### config.mk
export PLATFORM = sky130hd
export DESIGN_NAME = pmod_jd_pacer
export DESIGN_NICKNAME = d
export VERILOG_FILES = /design/src/rtl/pmod_jd_pkg.sv /design/src/rtl/pmod_jd_fifo.sv /design/src/rtl/pmod_jd_pacer.sv
export SDC_FILE = /design/constraint.sdc
export NUM_CORES = 1
export LEC_CHECK = 0
export CAP_MARGIN = 20
export CORE_MARGIN = 1.5
export CORE_UTILIZATION = 55
export CTS_CLUSTER_SIZE = 10
export DETAILED_ROUTE_END_ITERATION = 8
export GPL_TIMING_DRIVEN = 0
export PLACE_DENSITY = 0.76
export SYNTH_ARGS = -nofsm -noshare
export SYNTH_HDL_FRONTEND = slang
export SYNTH_HIERARCHICAL = 1
export SYNTH_SLANG_ARGS = --single-unit
### constraint.sdc
create_clock -name clk_i -period 5 [get_ports clk_i]
set_input_delay 1.5 -clock clk_i [delete_from_list [all_inputs] [get_ports clk_i]]
set_output_delay 1.5 -clock clk_i [all_outputs]
set_load 0.05 [all_outputs]
### src/rtl/pmod_jd_pkg.sv
// Shared constants and types for the PMOD JD output pacer.
package pmod_jd_pkg;
  localparam int JD_W = 8;

  typedef enum logic {IDLE, HOLD} jd_state_e;
endpackage

### src/rtl/pmod_jd_fifo.sv
// Generic synchronous FIFO. Occupancy is kept as a registered count.
// A push while full is still taken when a pop frees a slot in the same cycle.
module pmod_jd_fifo
  import pmod_jd_pkg::*;
#(
  parameter int DEPTH = 4,
  parameter int WIDTH = JD_W
) (
  input  logic                       clk_i,
  input  logic                       rst_i,
  input  logic                       push,
  input  logic                       pop,
  input  logic [WIDTH-1:0]           data,
  output logic                       full,
  output logic                       empty,
  output logic [$clog2(DEPTH+1)-1:0] level,
  output logic [WIDTH-1:0]           head
);
  localparam int PTR_W = $clog2(DEPTH);
  localparam int LVL_W = $clog2(DEPTH + 1);

  logic [WIDTH-1:0] mem [DEPTH];
  logic [PTR_W-1:0] wr_ptr;
  logic [PTR_W-1:0] rd_ptr;
  logic             do_push;
  logic             do_pop;

  always_comb begin
    full    = (level == LVL_W'(DEPTH));
    empty   = (level == '0);
    do_pop  = pop && !empty;
    do_push = push && (!full || do_pop);
    head    = mem[rd_ptr];
  end

  always_ff @(posedge clk_i) begin
    if (rst_i) begin
      wr_ptr <= '0;
      rd_ptr <= '0;
      level  <= '0;
    end else begin
      if (do_push) wr_ptr <= wr_ptr + 1'b1;
      if (do_pop)  rd_ptr <= rd_ptr + 1'b1;
      case ({do_push, do_pop})
        2'b10:   level <= level + 1'b1;
        2'b01:   level <= level - 1'b1;
        default: level <= level;
      endcase
    end
  end

  // Storage carries data only, so it is left out of reset.
  always_ff @(posedge clk_i) begin
    if (do_push) mem[wr_ptr] <= data;
  end
endmodule

### src/rtl/pmod_jd_pacer.sv
// PMOD JD output stage: buffers single-cycle byte strobes and holds each byte
// on the pins for HOLD_CYCLES clocks, back-to-back without gaps.
module pmod_jd_pacer
  import pmod_jd_pkg::*;
#(
  parameter int DEPTH       = 4,
  parameter int HOLD_CYCLES = 5000
) (
  input  logic                       clk_i,
  input  logic                       rst_i,
  input  logic                       write_i,
  input  logic [JD_W-1:0]            write_data_i,
  output logic [JD_W-1:0]            jd_o,
  output logic                       busy_o,
  output logic [$clog2(DEPTH+1)-1:0] level_o,
  output logic                       overflow_o
);
  localparam int CNT_W = $clog2(HOLD_CYCLES + 1);
  localparam logic [CNT_W-1:0] CNT_RELOAD = CNT_W'(HOLD_CYCLES - 1);

  jd_state_e        state;
  logic [CNT_W-1:0] cnt;
  logic             fifo_full;
  logic             fifo_empty;
  logic [JD_W-1:0]  fifo_head;
  logic             pop;
  logic             push;
  logic             drop;

  // A byte leaves the FIFO whenever the pins are free: idle, or the hold just expired.
  always_comb begin
    pop    = !fifo_empty && ((state == IDLE) || (cnt == '0));
    push   = write_i && (!fifo_full || pop);
    drop   = write_i && fifo_full && !pop;
    busy_o = (state == HOLD) || (level_o != '0);
  end

  pmod_jd_fifo #(
    .DEPTH (DEPTH),
    .WIDTH (JD_W)
  ) u_fifo (
    .clk_i (clk_i),
    .rst_i (rst_i),
    .push  (push),
    .pop   (pop),
    .data  (write_data_i),
    .full  (fifo_full),
    .empty (fifo_empty),
    .level (level_o),
    .head  (fifo_head)
  );

  always_ff @(posedge clk_i) begin
    if (rst_i) begin
      state      <= IDLE;
      cnt        <= '0;
      jd_o       <= '0;
      overflow_o <= 1'b0;
    end else begin
      if (drop) overflow_o <= 1'b1;
      case (state)
        IDLE: begin
          if (pop) begin
            jd_o  <= fifo_head;
            cnt   <= CNT_RELOAD;
            state <= HOLD;
          end
        end
        HOLD: begin
          if (cnt != '0) begin
            cnt <= cnt - 1'b1;
          end else if (pop) begin
            jd_o <= fifo_head;
            cnt  <= CNT_RELOAD;
          end else begin
            state <= IDLE;
          end
        end
        default: state <= IDLE;
      endcase
    end
  end
endmodule

# --- Yosys cells after proc, flatten, opt, wreduce, memory -nomap -nowiden ---
# Memory sizes are Yosys's and may differ from the RTL's. A register that Yosys moved wholly into a read port is not among the register bits.
# Cells that the tools add are included.
totals:
  ff_bits: 30
  ramBits: 32
  inputBits: 11
  out_inout_bits: 13
  elab_cells: 50
  memories: 1
memory_table:
  columns: ["memory", "depth", "width", "rd", "rd_clocked_by_memory_dff", "wr", "line", "source"]
  rows:
  - ["u_fifo.mem", 4, 8, 1, 1, 1, "pmod_jd_fifo.sv:22", "logic [WIDTH-1:0] mem [DEPTH];"]
op_classes:
  addsub: 5
  eq_ne: 4
  mux: 14
  bitwise_logic: 1
  n_reduce_logical: 18
ops:
  columns: ["cell", "n"]
  rows:
  - ["two-way mux 13 bit", 2]
  - ["case mux 13 bit (2 select lines)", 1]
  - ["two-way mux 8 bit", 2]
  - ["case mux 8 bit (2 select lines)", 1]
  - ["zero test 13 bit", 1]
  - ["nonzero test 13 bit", 1]
  - ["subtractor 13 x 1 -> 13 bit, second input constant", 1]
  - ["logical AND 1 bit", 6]
  - ["case mux 3 bit (2 select lines)", 1]
  - ["adder 2 x 1 -> 2 bit, second input constant", 2]
  - ["logical OR 1 bit", 4]
  - ["two-way mux 1 bit", 4]
  - ["two-way mux 2 bit", 2]
  - ["adder 3 x 1 -> 3 bit, second input constant", 1]
  - ["equality test 3 bit, second input constant", 1]
  - ["zero test 1 bit", 3]
  - ["zero test 3 bit", 1]
  - ["nonzero test 3 bit", 1]
  - ["subtractor 3 x 1 -> 3 bit, second input constant", 1]
  - ["equality test 2 x 1 -> 1 bit, second input constant", 1]
  - ["equality test 2 bit, second input constant", 1]
  - ["inequality test 2 bit, second input constant", 1]
  - ["case mux 1 bit (2 select lines)", 1]
  - ["nonzero test 2 bit", 1]
  - ["inverter 1 bit", 1]

# --- Depth between registers and ports, before layout ---
# Gate-level depths: netlist (run 1).
depth:
  depth_word: 8
  mapped_depth: 14
  depth_no_buf: 12

# --- Cells and area by module ---
# Netlist (run 1), hierarchy kept.
modules_own_cells:
  columns: ["module", "n_inst", "cells_each", "area_each_um2", "seq_area_each_um2"]
  rows:
  - ["pmod_jd_fifo", 1, 108, 1716.6, 1141.1]
  - ["pmod_jd_pacer", 1, 145, 1237.4, 460.4]

# --- Worst setup path before layout (run 1) ---
# No wires, ideal clock.
synth_path:
  path_type: "input to register"
  start: "in write_i"
  end: "reg u_fifo.level[1]"
  setup_ns: 0.095
  arrival_time_ns: 2.942
  required_ns: 4.905
  path_slack_ns: 1.963
  stages: 8
  path_buffers: 1
  cell_sequence: "and2_1 -> clkbuf_1 -> inv_1 -> nand2b_1 -> fa_1 -> inv_1 -> o2111ai_1 -> a221oi_1"
synth_between:
  elab_chain_len: 4
  word_cells_on_any_way: 6
  classes_between: "eq/ne: 2; mux: 1; reduce/logical: 3"
synth_rtl:
  columns: ["element", "line", "source"]
  rows:
  - ["start, declared", "pmod_jd_pacer.sv:11", "input logic write_i,"]
  - ["logical AND 1 bit *", "pmod_jd_pacer.sv:33", "push = write_i && (!fifo_full || pop);"]
  - ["logical AND 1 bit *", "pmod_jd_fifo.sv:32", "do_push = push && (!full || do_pop);"]
  - ["equality test 2 x 1 -> 1 bit or equality test 2 bit (tied branches)", "pmod_jd_fifo.sv:44", "case ({do_push, do_pop})"]
  - ["case mux 3 bit (2 select lines) or nonzero test 2 bit (tied branches)", null, null]
  - ["end signal, assigned", "pmod_jd_fifo.sv:45", "2'b10: level <= level + 1'b1;"]
  - ["end signal, assigned", "pmod_jd_fifo.sv:46", "2'b01: level <= level - 1'b1;"]
  - ["end signal, assigned", "pmod_jd_fifo.sv:47", "default: level <= level;"]
  - ["end, declared", "pmod_jd_fifo.sv:16", "output logic [$clog2(DEPTH+1)-1:0] level,"]
# Mark *: on every way between the ends. The rest lies on a longest branch, timed or not.
# A chain may end at the register's enable or synchronous reset.

# --- Final worst setup path (run 1) ---
layout_path:
  start: "in write_i"
  end: "reg u_fifo.level[1]"
layout_between:
  elab_chain_len: 4
  word_cells_on_any_way: 6
  classes_between: "eq/ne: 2; mux: 1; reduce/logical: 3"
layout_rtl:
  columns: ["element", "line", "source"]
  rows:
  - ["logical AND 1 bit *", "pmod_jd_pacer.sv:33", null]
  - ["via push", "pmod_jd_pacer.sv:27", "logic push;"]
  - ["logical AND 1 bit *", "pmod_jd_fifo.sv:32", null]
  - ["equality test 2 x 1 -> 1 bit or equality test 2 bit (tied branches)", "pmod_jd_fifo.sv:44", null]
  - ["case mux 3 bit (2 select lines) or nonzero test 2 bit (tied branches)", null, null]
# Mark *: on every way through the listed nets, which the timed path passes. The rest lies on a longest branch.

==> results.rst, run 1 <==
.. list-table::
   :header-rows: 1

   * - Metric
     - Value
   * - Highest net fanout along the worst path
     - 10
   * - Number of filler cells placed in the layout
     - around 420
   * - Synth Net Count
     - 271
   * - Largest area contributor in the netlist
     - sky130_fd_sc_hd__edfxtp_1
   * - Proportion of layout cells with a drive suffix above 1
     - 0.1546
   * - Hold_sp
     - overflow_o
   * - CTS Buf Count
     - 9
   * - Worst setup slack after placement
     - between 1000 and 1500 ps
   * - Final Hold Vio Count
     - 0
   * - Hold path endpoint
     - overflow_o
   * - Proportion of synthesized flip-flops having asynchronous set or reset
     - 0
   * - Number of global-route vias before repair
     - 1956
   * - Worst min path class
     - register to register
   * - Setup Skew
     - between 5 and 6 ps
   * - Number of antenna violations at the first check in global routing
     - 0
   * - Slowest Stage Delay on Critical Path
     - between 500 and 600 ps
   * - Part of the total power dissipated in the clock network
     - 0.228
   * - Router iterations before antenna repair
     - 4
   * - Number of sinks on the clock net
     - 64
   * - Worst r2r src
     - cnt[0]
   * - Switching share of total power
     - 0.3924
   * - Pin slew with the least headroom to its limit
     - between 600 and 700 ps
   * - Cell with the largest stage delay on the worst path
     - sky130_fd_sc_hd__clkdlybuf4s50_1
   * - Final design area excluding fillers
     - ~3500 µm²
   * - Status
     - completed
   * - Maximum VDD drop
     - 0.2530 mV
   * - Setup slack of the critical path after layout
     - approximately 1500 ps
   * - Count of distinct cell types in the synthesized netlist
     - between 50 and 60
   * - Final Routed Wirelength
     - 5737 µm
   * - Y dimension of the die
     - 76.29 µm
   * - Clock-pin slew of the registers on the worst-case setup and hold paths
     - roughly 70 ps
   * - First-pass GRT wire length
     - 9749 µm
   * - Number of design rule violations left after detail routing
     - 0
   * - Total of hold buffers inserted after clock tree synthesis
     - 0
   * - Maximum clock path buffer count
     - 2
   * - Number of primary I/O pins
     - 24
   * - Signed area change from the synthesized netlist to the final layout
     - 17.03%
   * - Setup-violating endpoint count in the final report
     - 0
   * - Buffers & Inverters on Critical Path
     - 4
   * - Worst Path Required
     - roughly 5200 ps
   * - Die Area
     - slightly below 6000 µm²
   * - Terminus of the critical flop-to-flop path
     - u_fifo/level[1]
   * - Net load switching power
     - 750.6 µW
   * - Net count of the finished layout
     - 304
   * - Main area contributors after synthesis
     - sky130_fd_sc_hd__edfxtp_1 33%, sky130_fd_sc_hd__dfxtp_1 22%, sky130_fd_sc_hd__mux4_2 6.1%, sky130_fd_sc_hd__o21ai_0 2.7%, sky130_fd_sc_hd__a21oi_1 2.5%
   * - Cells along the critical path
     - clkdlybuf4s50_1 > and2_1 > clkbuf_1 > inv_1 > nand2b_1 > fa_1 > inv_1 > o2111ai_1 > a221oi_1
   * - YS warnings
     - 6
   * - Starting utilization of the core area
     - 0.5747
   * - Number of flip-flops and latches in the synthesized netlist
     - 64
   * - Family with the most delay on the worst path
     - buffers and inverters
   * - Max-slew violations
     - 0
   * - Placed wire-length estimate
     - 4000 µm
   * - Buffers added on ports
     - 22
   * - Rel. slew slack
     - 0.5912
   * - Via Count
     - 2074
   * - Core region area
     - 5140 µm²
   * - Upper clock frequency limit
     - 283.5 MHz
   * - Dominant synthesized flop cell
     - sky130_fd_sc_hd__edfxtp_1
   * - Part of the Yosys area used for sequential elements
     - 0.5421
   * - Setup repair after global routing missed its margin
     - no
   * - Grt ovf
     - 0
   * - Largest net degree at the start of global routing
     - 13
   * - Share of total power in sequential cells
     - 0.372
   * - EDFF count, synth
     - 32
   * - Resized Gates After CTS
     - 0
   * - Reg2Reg Setup Slack
     - 1510 ps
   * - Yosys top cell area share
     - 0.3253
   * - Drt wl/cell
     - 15.89 µm
   * - Post-Place Cell Area
     - 3262 µm²
   * - Worst Hold Path Cells
     - 2
   * - Initial DRC count
     - 118
   * - Number of rows created at floorplan
     - 26
   * - Maximum capacitance violations
     - 0
   * - Final weighted congestion in routability-driven placement
     - 0.7878
   * - Synthesized cell area
     - approximately 3000 µm²
   * - Power per standard cell area
     - 553.3 nW/µm²
   * - Synthesized instance count
     - 253
   * - Area used by multi-input combinational logic
     - 1220 µm²
   * - Launching element type of the critical path
     - input port
   * - Sequential cell area in the final layout
     - 1602 µm²
   * - Pleak
     - around 0.0012 µW
   * - Die X-Extent
     - 76.29 µm
   * - CP arrival
     - 3760 ps
   * - TritonCTS clock tree
     - done
   * - Crit path top cell by count
     - sky130_fd_sc_hd__inv_1
   * - Post-Synthesis Mean Instance Area
     - 11.68 µm²
   * - Critical path endpoint category
     - register
   * - Root cell of the clock tree
     - sky130_fd_sc_hd__clkbuf_8
   * - FF-to-FF path depth
     - 14
   * - Final Cycle Share
     - 0.7055
   * - Worst-skew pair later-pin latency
     - roughly 340 ps
   * - Setup Buffers After CTS
     - 0
   * - GRT Overall Usage
     - 0.2184
   * - Shortest period the worst path allows
     - 3527 ps
   * - P_int
     - about 1200 µW
   * - Total inserted antenna cells
     - 0
   * - H-tree levels
     - 3
   * - Comb power frac
     - 0.401
   * - Critical path type
     - input port to register
   * - Remaining antenna violation count after routing
     - 0
   * - Via density
     - 5.745
   * - Final TNS setup
     - 0 ps
worst max-delay path by stage:
stage,to,start,slack (ps),cells after the start
detailed placement,u_fifo/level[1],write_i,1130,9
global placement,u_fifo/level[1],write_i,1230,9
global route,u_fifo/level[1],cnt[0],1100,14
floorplan,u_fifo/level[1],write_i,1960,8
finish,u_fifo/level[1],write_i,1470,9
CTS,busy_o,state,1500,2
cell families (layout without fill, tap and decap cells):
| group | after synthesis | in the layout | share of synthesized area |
|---|---|---|---|
| simple gates | 85 | 85 | 0.1792 |
| flops | 64 | 64 | 0.5421 |
| compound gates | 55 | 55 | 0.1288 |
| buf+inv | 30 | 68 | 0.04490 |
| mux | 8 | 8 | 0.06099 |
| fa+ha+maj | 7 | 7 | 0.03219 |
| xor+xnor | 4 | 4 | 0.01186 |
per-stage QoR:
stage                     hold slack, ps  utilization  instances  total power, µW
after global routing               496.3       0.6726        361             2034
after global placement             462.1       0.6346        345             1466
final                              473.3       0.6726        361             1913
after floorplan                    474.7            -        253             1288
after CTS                          475.9       0.6726        361             1919
after detailed placement           466.0       0.6346        345             1480
per-layer routing:
metal / track usage / vias to the layer above / routed length [µm]
met5: 0 / - / 0
met4: 0.08148 / 0 / 27
met3: 0.06826 / 2 / 191
met2: 0.3491 / 35 / 2807
met1: 0.2794 / 1013 / 2711
li1: - / 1024 / -
sequential cells by signal, indices dropped and copies added (netlist names), named ones only:
| name | count |
|---|---|
| u_fifo/mem | 32 |
| cnt | 13 |
| jd_o | 8 |
| u_fifo/level | 3 |
| u_fifo/rd_ptr | 2 |
| u_fifo/wr_ptr | 2 |
| overflow_o | 1 |
| state | 1 |
layout make-up:
cell class / count / share of cell area
clock buffer: 9 / 0.03583
timing repair buffer: 22 / 0.06370
inverter: 14 / 0.01520
tap: 70 / 0.02533
buffer: 16 / 0.02316
multi-input combinational: 159 / 0.3529
clock inverter: 7 / 0.02063
sequential: 64 / 0.4633
Yosys cell counts, types with 5 or more instances:
library cell               instances
sky130_fd_sc_hd__nor4_1            5
sky130_fd_sc_hd__nor2_1           17
sky130_fd_sc_hd__inv_1            14
sky130_fd_sc_hd__and3_1            7
sky130_fd_sc_hd__edfxtp_1         32
sky130_fd_sc_hd__nand3_1           7
sky130_fd_sc_hd__nand3b_1          9
sky130_fd_sc_hd__clkbuf_1          8
sky130_fd_sc_hd__nor3_1            7
sky130_fd_sc_hd__ha_1              6
sky130_fd_sc_hd__o21ai_0          16
sky130_fd_sc_hd__dfxtp_1          32
sky130_fd_sc_hd__mux4_2            8
sky130_fd_sc_hd__a21oi_1          15
tightest hold or removal path, cell delays in order, from the launching register on:
cell,delay [ps]
sky130_fd_sc_hd__dfxtp_1,330
sky130_fd_sc_hd__inv_1,50
sky130_fd_sc_hd__a21oi_1,50
power groups by stage:
stage | Combinational, µW | Clock, µW | Sequential, µW
6_report | 766 | 435 | 711
3_5_place_dp | 758 | 0 | 722
5_1_grt | 842 | 468 | 725
4_1_cts | 762 | 445 | 711
3_3_place_gp | 748 | 0 | 718
2_1_floorplan | 511 | 0 | 776
cells in the final DEF (no fill, tap or decap), types with 2 or more instances in the layout:
cell type | Yosys | final
sky130_fd_sc_hd__nor2b_1 | 2 | 2
sky130_fd_sc_hd__nor4_1 | 5 | 5
sky130_fd_sc_hd__clkbuf_8 | 0 | 9
sky130_fd_sc_hd__nand4_1 | 2 | 2
sky130_fd_sc_hd__ha_1 | 6 | 6
sky130_fd_sc_hd__inv_1 | 14 | 14
sky130_fd_sc_hd__or4_1 | 3 | 3
sky130_fd_sc_hd__buf_6 | 2 | 2
sky130_fd_sc_hd__a211oi_1 | 3 | 3
sky130_fd_sc_hd__clkinvlp_4 | 0 | 2
sky130_fd_sc_hd__buf_1 | 2 | 2
sky130_fd_sc_hd__and3_1 | 7 | 7
sky130_fd_sc_hd__or4b_4 | 2 | 2
sky130_fd_sc_hd__a31oi_1 | 2 | 2
sky130_fd_sc_hd__nor3_1 | 7 | 7
sky130_fd_sc_hd__edfxtp_1 | 32 | 32
sky130_fd_sc_hd__clkdlybuf4s50_1 | 0 | 22
sky130_fd_sc_hd__or2_2 | 4 | 4
sky130_fd_sc_hd__and2_1 | 2 | 2
sky130_fd_sc_hd__dfxtp_1 | 32 | 32
sky130_fd_sc_hd__o31ai_1 | 2 | 2
sky130_fd_sc_hd__nand2_1 | 2 | 2
sky130_fd_sc_hd__a21oi_1 | 15 | 15
sky130_fd_sc_hd__clkbuf_1 | 8 | 8
sky130_fd_sc_hd__xor2_1 | 4 | 4
sky130_fd_sc_hd__nand2b_1 | 4 | 4
sky130_fd_sc_hd__nand3_1 | 7 | 7
sky130_fd_sc_hd__nor2_1 | 17 | 17
sky130_fd_sc_hd__o211ai_1 | 2 | 2
sky130_fd_sc_hd__nand3b_1 | 9 | 9
sky130_fd_sc_hd__o21ai_0 | 16 | 16
sky130_fd_sc_hd__buf_2 | 4 | 4
sky130_fd_sc_hd__or3_1 | 3 | 3
sky130_fd_sc_hd__mux4_2 | 8 | 8
sky130_fd_sc_hd__o2111ai_1 | 2 | 2
No activity file was read; power rests on OpenSTA's default activity.
==> inputs of run 2 (changes only) <==
==> constraint.sdc (replaced) <==
create_clock -name clk_i -period 3.65 [get_ports clk_i]
set_input_delay 1.095 -clock clk_i [delete_from_list [all_inputs] [get_ports clk_i]]
set_output_delay 1.095 -clock clk_i [all_outputs]
set_load 0.05 [all_outputs]
==> results.rst, run 2 (synthesis results as in run 1) <==
.. list-table::
   :header-rows: 1

   * - Metric
     - Value
   * - Met1 wire length
     - 2665 µm
   * - Placed wire-length estimate
     - 4000 µm
   * - Share of total power in sequential cells
     - 0.371
   * - Signed area change from the synthesized netlist to the final layout
     - 17.41%
   * - Commonest cells after routing, fill and taps aside
     - 32 x sky130_fd_sc_hd__dfxtp_1, 32 x sky130_fd_sc_hd__edfxtp_1, 22 x sky130_fd_sc_hd__clkdlybuf4s50_1
   * - Number of sinks on the clock net
     - 64
   * - Number of antenna violations at the first check in global routing
     - 0
   * - Maximum clock path buffer count
     - 2
   * - TritonCTS clock tree
     - done
   * - Setup Skew
     - 5.118 ps
   * - Critical path type
     - register to register
   * - Worst min path class
     - register to register
   * - Worst Path Required
     - about 3900 ps
   * - Maximum VDD drop
     - 0.3466 mV
   * - Comb power frac
     - 0.403
   * - Rel. slew slack
     - 0.5985
   * - Setup-violating endpoint count in the final report
     - 0
   * - Core region area
     - 5140 µm²
   * - First-pass GRT wire length
     - approximately 9700 µm
   * - Clock-pin slew of the registers on the worst-case setup and hold paths
     - 70 ps
   * - Launching element type of the critical path
     - register
   * - Number of global-route vias before repair
     - about 2.0k
   * - CTS Buf Count
     - 9
   * - Setup Buffers After CTS
     - 0
   * - Final Routed Wirelength
     - 5742 µm
   * - Resized Gates After CTS
     - 0
   * - Upper clock frequency limit
     - 304.5 MHz
   * - Top sig layer
     - met4
   * - Status
     - completed
   * - Remaining antenna violation count after routing
     - 0
   * - Number of primary I/O pins
     - 24
   * - Register name with the most flops
     - u_fifo/mem
   * - Maximum capacitance violations
     - 0
   * - Number of rows created at floorplan
     - 26
   * - Die Area
     - 5819 µm²
   * - Initial DRC count
     - 130
   * - Utilization of the core after routing
     - 0.6748
   * - Router iterations before antenna repair
     - 4
   * - Pin slew with the least headroom to its limit
     - ~600 ps
   * - Sum of met3 wire segment lengths after detailed routing
     - 269 µm
   * - Final TNS setup
     - 0 ps
   * - Critical path endpoint category
     - register
   * - Net count of the finished layout
     - 304
   * - Y dimension of the die
     - around 76 µm
   * - Total of hold buffers inserted after clock tree synthesis
     - 0
   * - Grt ovf
     - 0
   * - Highest net fanout along the worst path
     - 10
   * - P_int
     - about 1600 µW
   * - Final Cycle Share
     - 0.8997
   * - H-tree levels
     - 3
   * - Worst-skew pair later-pin latency
     - 340 ps
   * - Registers with the most flip-flops
     - u_fifo/mem: 32 flops, cnt: 13 flops, jd_o: 8 flops
   * - Power per standard cell area
     - 759.8 nW/µm²
   * - Root cell of the clock tree
     - sky130_fd_sc_hd__clkbuf_8
   * - Number of design rule violations left after detail routing
     - 0
   * - CP arrival
     - 3520 ps
   * - Buffers added on ports
     - 22
   * - Via density
     - 5.756
   * - Die X-Extent
     - 76.29 µm
   * - Pleak
     - between 0.001 and 0.0015 µW
   * - Proportion of layout cells with a drive suffix above 1
     - 0.1615
   * - Shortest period the worst path allows
     - about 3300 ps
   * - Largest net degree at the start of global routing
     - 13
   * - Setup repair after global routing missed its margin
     - no
   * - Max-slew violations
     - 0
   * - Total inserted antenna cells
     - 0
   * - Final weighted congestion in routability-driven placement
     - 0.7878
   * - Switching share of total power
     - 0.3920
   * - Drt wl/cell
     - 15.91 µm
   * - Via Count
     - 2078
   * - GRT Overall Usage
     - 0.2184
   * - Net load switching power
     - 1033 µW
   * - Final Hold Vio Count
     - 0
   * - Flip-flop count of the largest register, all copies and words added
     - 32
   * - Starting utilization of the core area
     - 0.5747
   * - Routed met2 length
     - about 2800 µm
   * - Part of the total power dissipated in the clock network
     - 0.226
run 2: changes by cell type in the layout (fill, tap and decap cells not counted):
cell	change
sky130_fd_sc_hd__clkbuf_2	+2
sky130_fd_sc_hd__nor4b_4	+1
sky130_fd_sc_hd__clkbuf_1	-3
sky130_fd_sc_hd__nor4b_2	-1
sky130_fd_sc_hd__buf_1	+1
run 2: cell type report:
cell class,count,area [µm²]
Fill cell,415,1672
Sequential cell,64,1602
Multi-Input combinational cell,159,1229
Timing Repair Buffer,22,220.2
Clock buffer,9,123.9
Tap cell,70,87.58
Buffer,16,82.58
Clock inverter,7,71.32
Inverter,14,52.55
run 2: path summary, 6_finish.rpt:
path / startpoint / to / slack [ps] / cells past startpoint
setup / recovery: cnt[0] / u_fifo/level[1] / 370 / 13
hold / removal: overflow_o / overflow_o / 470 / 2
setup reg to reg: cnt[0] / u_fifo/level[1] / 370 / 13
hold reg to reg: overflow_o / overflow_o / 470 / 2
run 2: per-layer routing:
| metal | GRT usage | vias to the layer above |
|---|---|---|
| met5 | 0 | - |
| met4 | 0.08148 | 0 |
| met3 | 0.06826 | 2 |
| met2 | 0.3491 | 46 |
| met1 | 0.2794 | 1005 |
| li1 | - | 1025 |
run 2: power groups by stage:
stage | Sequential, µW | Combinational [µW] | Clock, µW
5_1_grt | 997 | 1160 | 641
3_5_place_dp | 989 | 1040 | 0
2_1_floorplan | 1060 | 701 | 0
3_3_place_gp | 983 | 1030 | 0
6_report | 978 | 1060 | 595
4_1_cts | 974 | 1040 | 610
run 2: through the flow:
stage / hold WS [ps] / worst slack [ps] / power [µW] / area (µm²) / cells
3_5_place_dp: 466.0 / 189.6 / 2028 / 3262 / 345
6_report: 472.2 / 366.2 / 2635 / 3468 / 361
5_1_grt: 496.3 / 29.98 / 2801 / 3468 / 361
2_1_floorplan: 474.7 / 753.9 / 1764 / 2954 / 253
4_1_cts: 475.9 / 167.6 / 2629 / 3457 / 361
3_3_place_gp: 462.1 / 288.9 / 2008 / 3262 / 345
run 2: critical path: stages (launching register included):
cell and delay, ps:
sky130_fd_sc_hd__dfxtp_1 380, sky130_fd_sc_hd__inv_1 80, sky130_fd_sc_hd__ha_1 220, sky130_fd_sc_hd__nor4b_4 140
sky130_fd_sc_hd__a41oi_1 370, sky130_fd_sc_hd__buf_1 440, sky130_fd_sc_hd__nor2_1 120, sky130_fd_sc_hd__buf_2 200
sky130_fd_sc_hd__o31ai_1 110, sky130_fd_sc_hd__nand2b_1 170, sky130_fd_sc_hd__fa_1 430, sky130_fd_sc_hd__inv_1 70
sky130_fd_sc_hd__o2111ai_1 100, sky130_fd_sc_hd__a221oi_1 330
==> RTL change (settings of run 2) <==
Make the reset (`rst_i`) asynchronous in 2 clocked blocks.
--- a/src/rtl/pmod_jd_fifo.sv
+++ b/src/rtl/pmod_jd_fifo.sv
@@ -33,7 +33,7 @@
     head    = mem[rd_ptr];
   end
 
-  always_ff @(posedge clk_i) begin
+  always_ff @(posedge clk_i or posedge rst_i) begin
     if (rst_i) begin
       wr_ptr <= '0;
       rd_ptr <= '0;
--- a/src/rtl/pmod_jd_pacer.sv
+++ b/src/rtl/pmod_jd_pacer.sv
@@ -50,7 +50,7 @@
     .head  (fifo_head)
   );
 
-  always_ff @(posedge clk_i) begin
+  always_ff @(posedge clk_i or posedge rst_i) begin
     if (rst_i) begin
       state      <= IDLE;
       cnt        <= '0;
Behaviour: differs if rst_i is asserted again (counterexample within 4 cycles, from zero or initial values and one cycle with rst_i high); with rst_i held inactive, the same outputs for 10 cycles.
==> RTL change against run 2 <==
Maximum frequency shrank 3.1%; final cell count decreased by 16%; setup slack worse by 110 ps; non-clock buffer count fell by 11; critical endpoint is now u_fifo/level[2]; design area fell by 4.1%; first-iteration DRC count shrank 8.5%; sequential cell count down 2; area after synthesis shrank 4.4%; core utilization up 1.1 points; wire length decreased by 12%.
Power is not compared: it rests on default switching activity, and its combinational part moved more than twofold at a synthesized area within 25%.
==> RTL change: results (changes against run 2) <==
----------------------------------------------------
[Place]
  Placed cell areas ... 3137 um2 (was 3262 um2)
  HPWL after DPL ... 3.525 mm (was 4.000 mm)
  Number of port buffers ... 23 (was 22)
  Placed Instances ... 287 (was 345)
  Final Wtd Congestion ... 0.8501 (was 0.7878)

[Outcome]
  Result of the run ... finished, final reports clean (unchanged)

[Detailed routing]
  Post-detailed-route wirelength per cell ... 16.68 um (was 15.91 um)
  Violation count after the first detailed-routing iteration ... 119 (was 130)
  Via density ... 5.647 (was 5.756)

[Synthesis]
  Ys async rst share ... 48.39% (was 0%)
  Ranking of synthesized cells by area ... edfxtp_1 (34%), dfrtp_1 (27%), mux4_2 (6.4%) (was edfxtp_1 (33%), dfxtp_1 (22%), mux4_2 (6.1%))
  Most frequently used flop master after synthesis ... edfxtp_1 (unchanged)
  Number of instances in the synthesized netlist ... 197 (was 253)
  Net count after synthesis ... 215 (was 271)
  Ranking of synthesized cells by instance count ... edfxtp_1 (32), dfrtp_1 (30), inv_1 (16), nand2_1 (9) (was dfxtp_1 (32), edfxtp_1 (32), nor2_1 (17), o21ai_0 (16), a21oi_1 (15))
  Share of the yosys chip area belonging to registers ... 60.64% (was 54.21%)

[Min path]
  Hold path startpoint ... overflow_o (unchanged)
  Hold path depth ... 1 (was 2)

[GRT]
  GRT Resource Usage Total ... 21.25% (was 21.84%)
  First-pass GRT wire length ... 8.411 mm (was 9.749 mm)
  Pin count of the biggest net entering global routing ... 24 (was 13)
  Vias in the first global route ... 1806 (was 1956)

[Layout]
  FILL cells ... 343 (was 415)
  Layout net count ... 249 (was 304)

[Timing]
  Relative max-transition margin ... 37.44% (was 59.85%)
  Worst Skew ... 7.705 ps (was 5.118 ps)

[Critical path]
  First element of the critical path ... cnt[3] (was cnt[0])
  Data arrival time of the critical path ... 3600 ps (was 3520 ps)
  Reg-to-reg slack, setup ... 260 ps (was 370 ps)

----------------------------------------------------
-- RTL change: kinds of logic (layout without fill, tap and decap cells) --
kind of cell	Yosys count	in the layout	share of synthesized area (%)
adders and majority gates	7	7	3.369
DFF	62	62	60.64
muxes	22	22	11.88
and+or+nand+nor	51	51	10.77
xor gates and xnor gates	5	5	1.551
AOI/OAI and AO/OA	28	28	8.334
buffers and inverters	22	61	3.457
-- RTL change: report_power, final --
group	internal (mW)	leakage [nW]	switching (mW)
registers	0.838	0.625	0.0600
clock network	0.313	0.0883	0.261
logic	0.164	0.568	0.228
total	1.31	1.28	0.548
-- RTL change: metrics by stage --
| step | setup slack [ps] | hold slack (ps) |
|---|---|---|
| after floorplan | 672.4 | 442.0 |
| after global placement | 444.1 | 451.0 |
| after detailed placement | 293.8 | 454.2 |
| after CTS | 282.0 | 473.4 |
| after global routing | 16.20 | 487.9 |
| final | 259.5 | 469.9 |
-- RTL change: final cells by class --
type,instances,area (um2),area share (%)
buffer,4,25.02,0.7522
clock inverter,6,62.56,1.880
multi-input combinational,113,1013,30.46
timing repair buffer,23,230.2,6.920
inverter,18,72.57,2.181
tap,67,83.83,2.520
clock buffer,10,127.6,3.836
sequential,62,1712,51.45
-- RTL change: critical path, stage by stage, from the launching register on --
cell and delay, ps:
dfrtp_1 440, or4_4 580, o41ai_4 600, nand2b_4 160
inv_6 140, buf_6 150, nor2b_1 240, nand2_1 100
fa_1 420, nor2b_1 170, a221o_1 160, o211ai_1 80
-- RTL change: layer usage --
| metal | wire (um) | global-route usage, % |
|---|---|---|
| met2 | 2623 | 36.01 |
| met3 | 166 | 5.622 |
| met4 | 75 | 8.687 |
| met1 | 2187 | 26.16 |
| met5 | 0 | 0 |
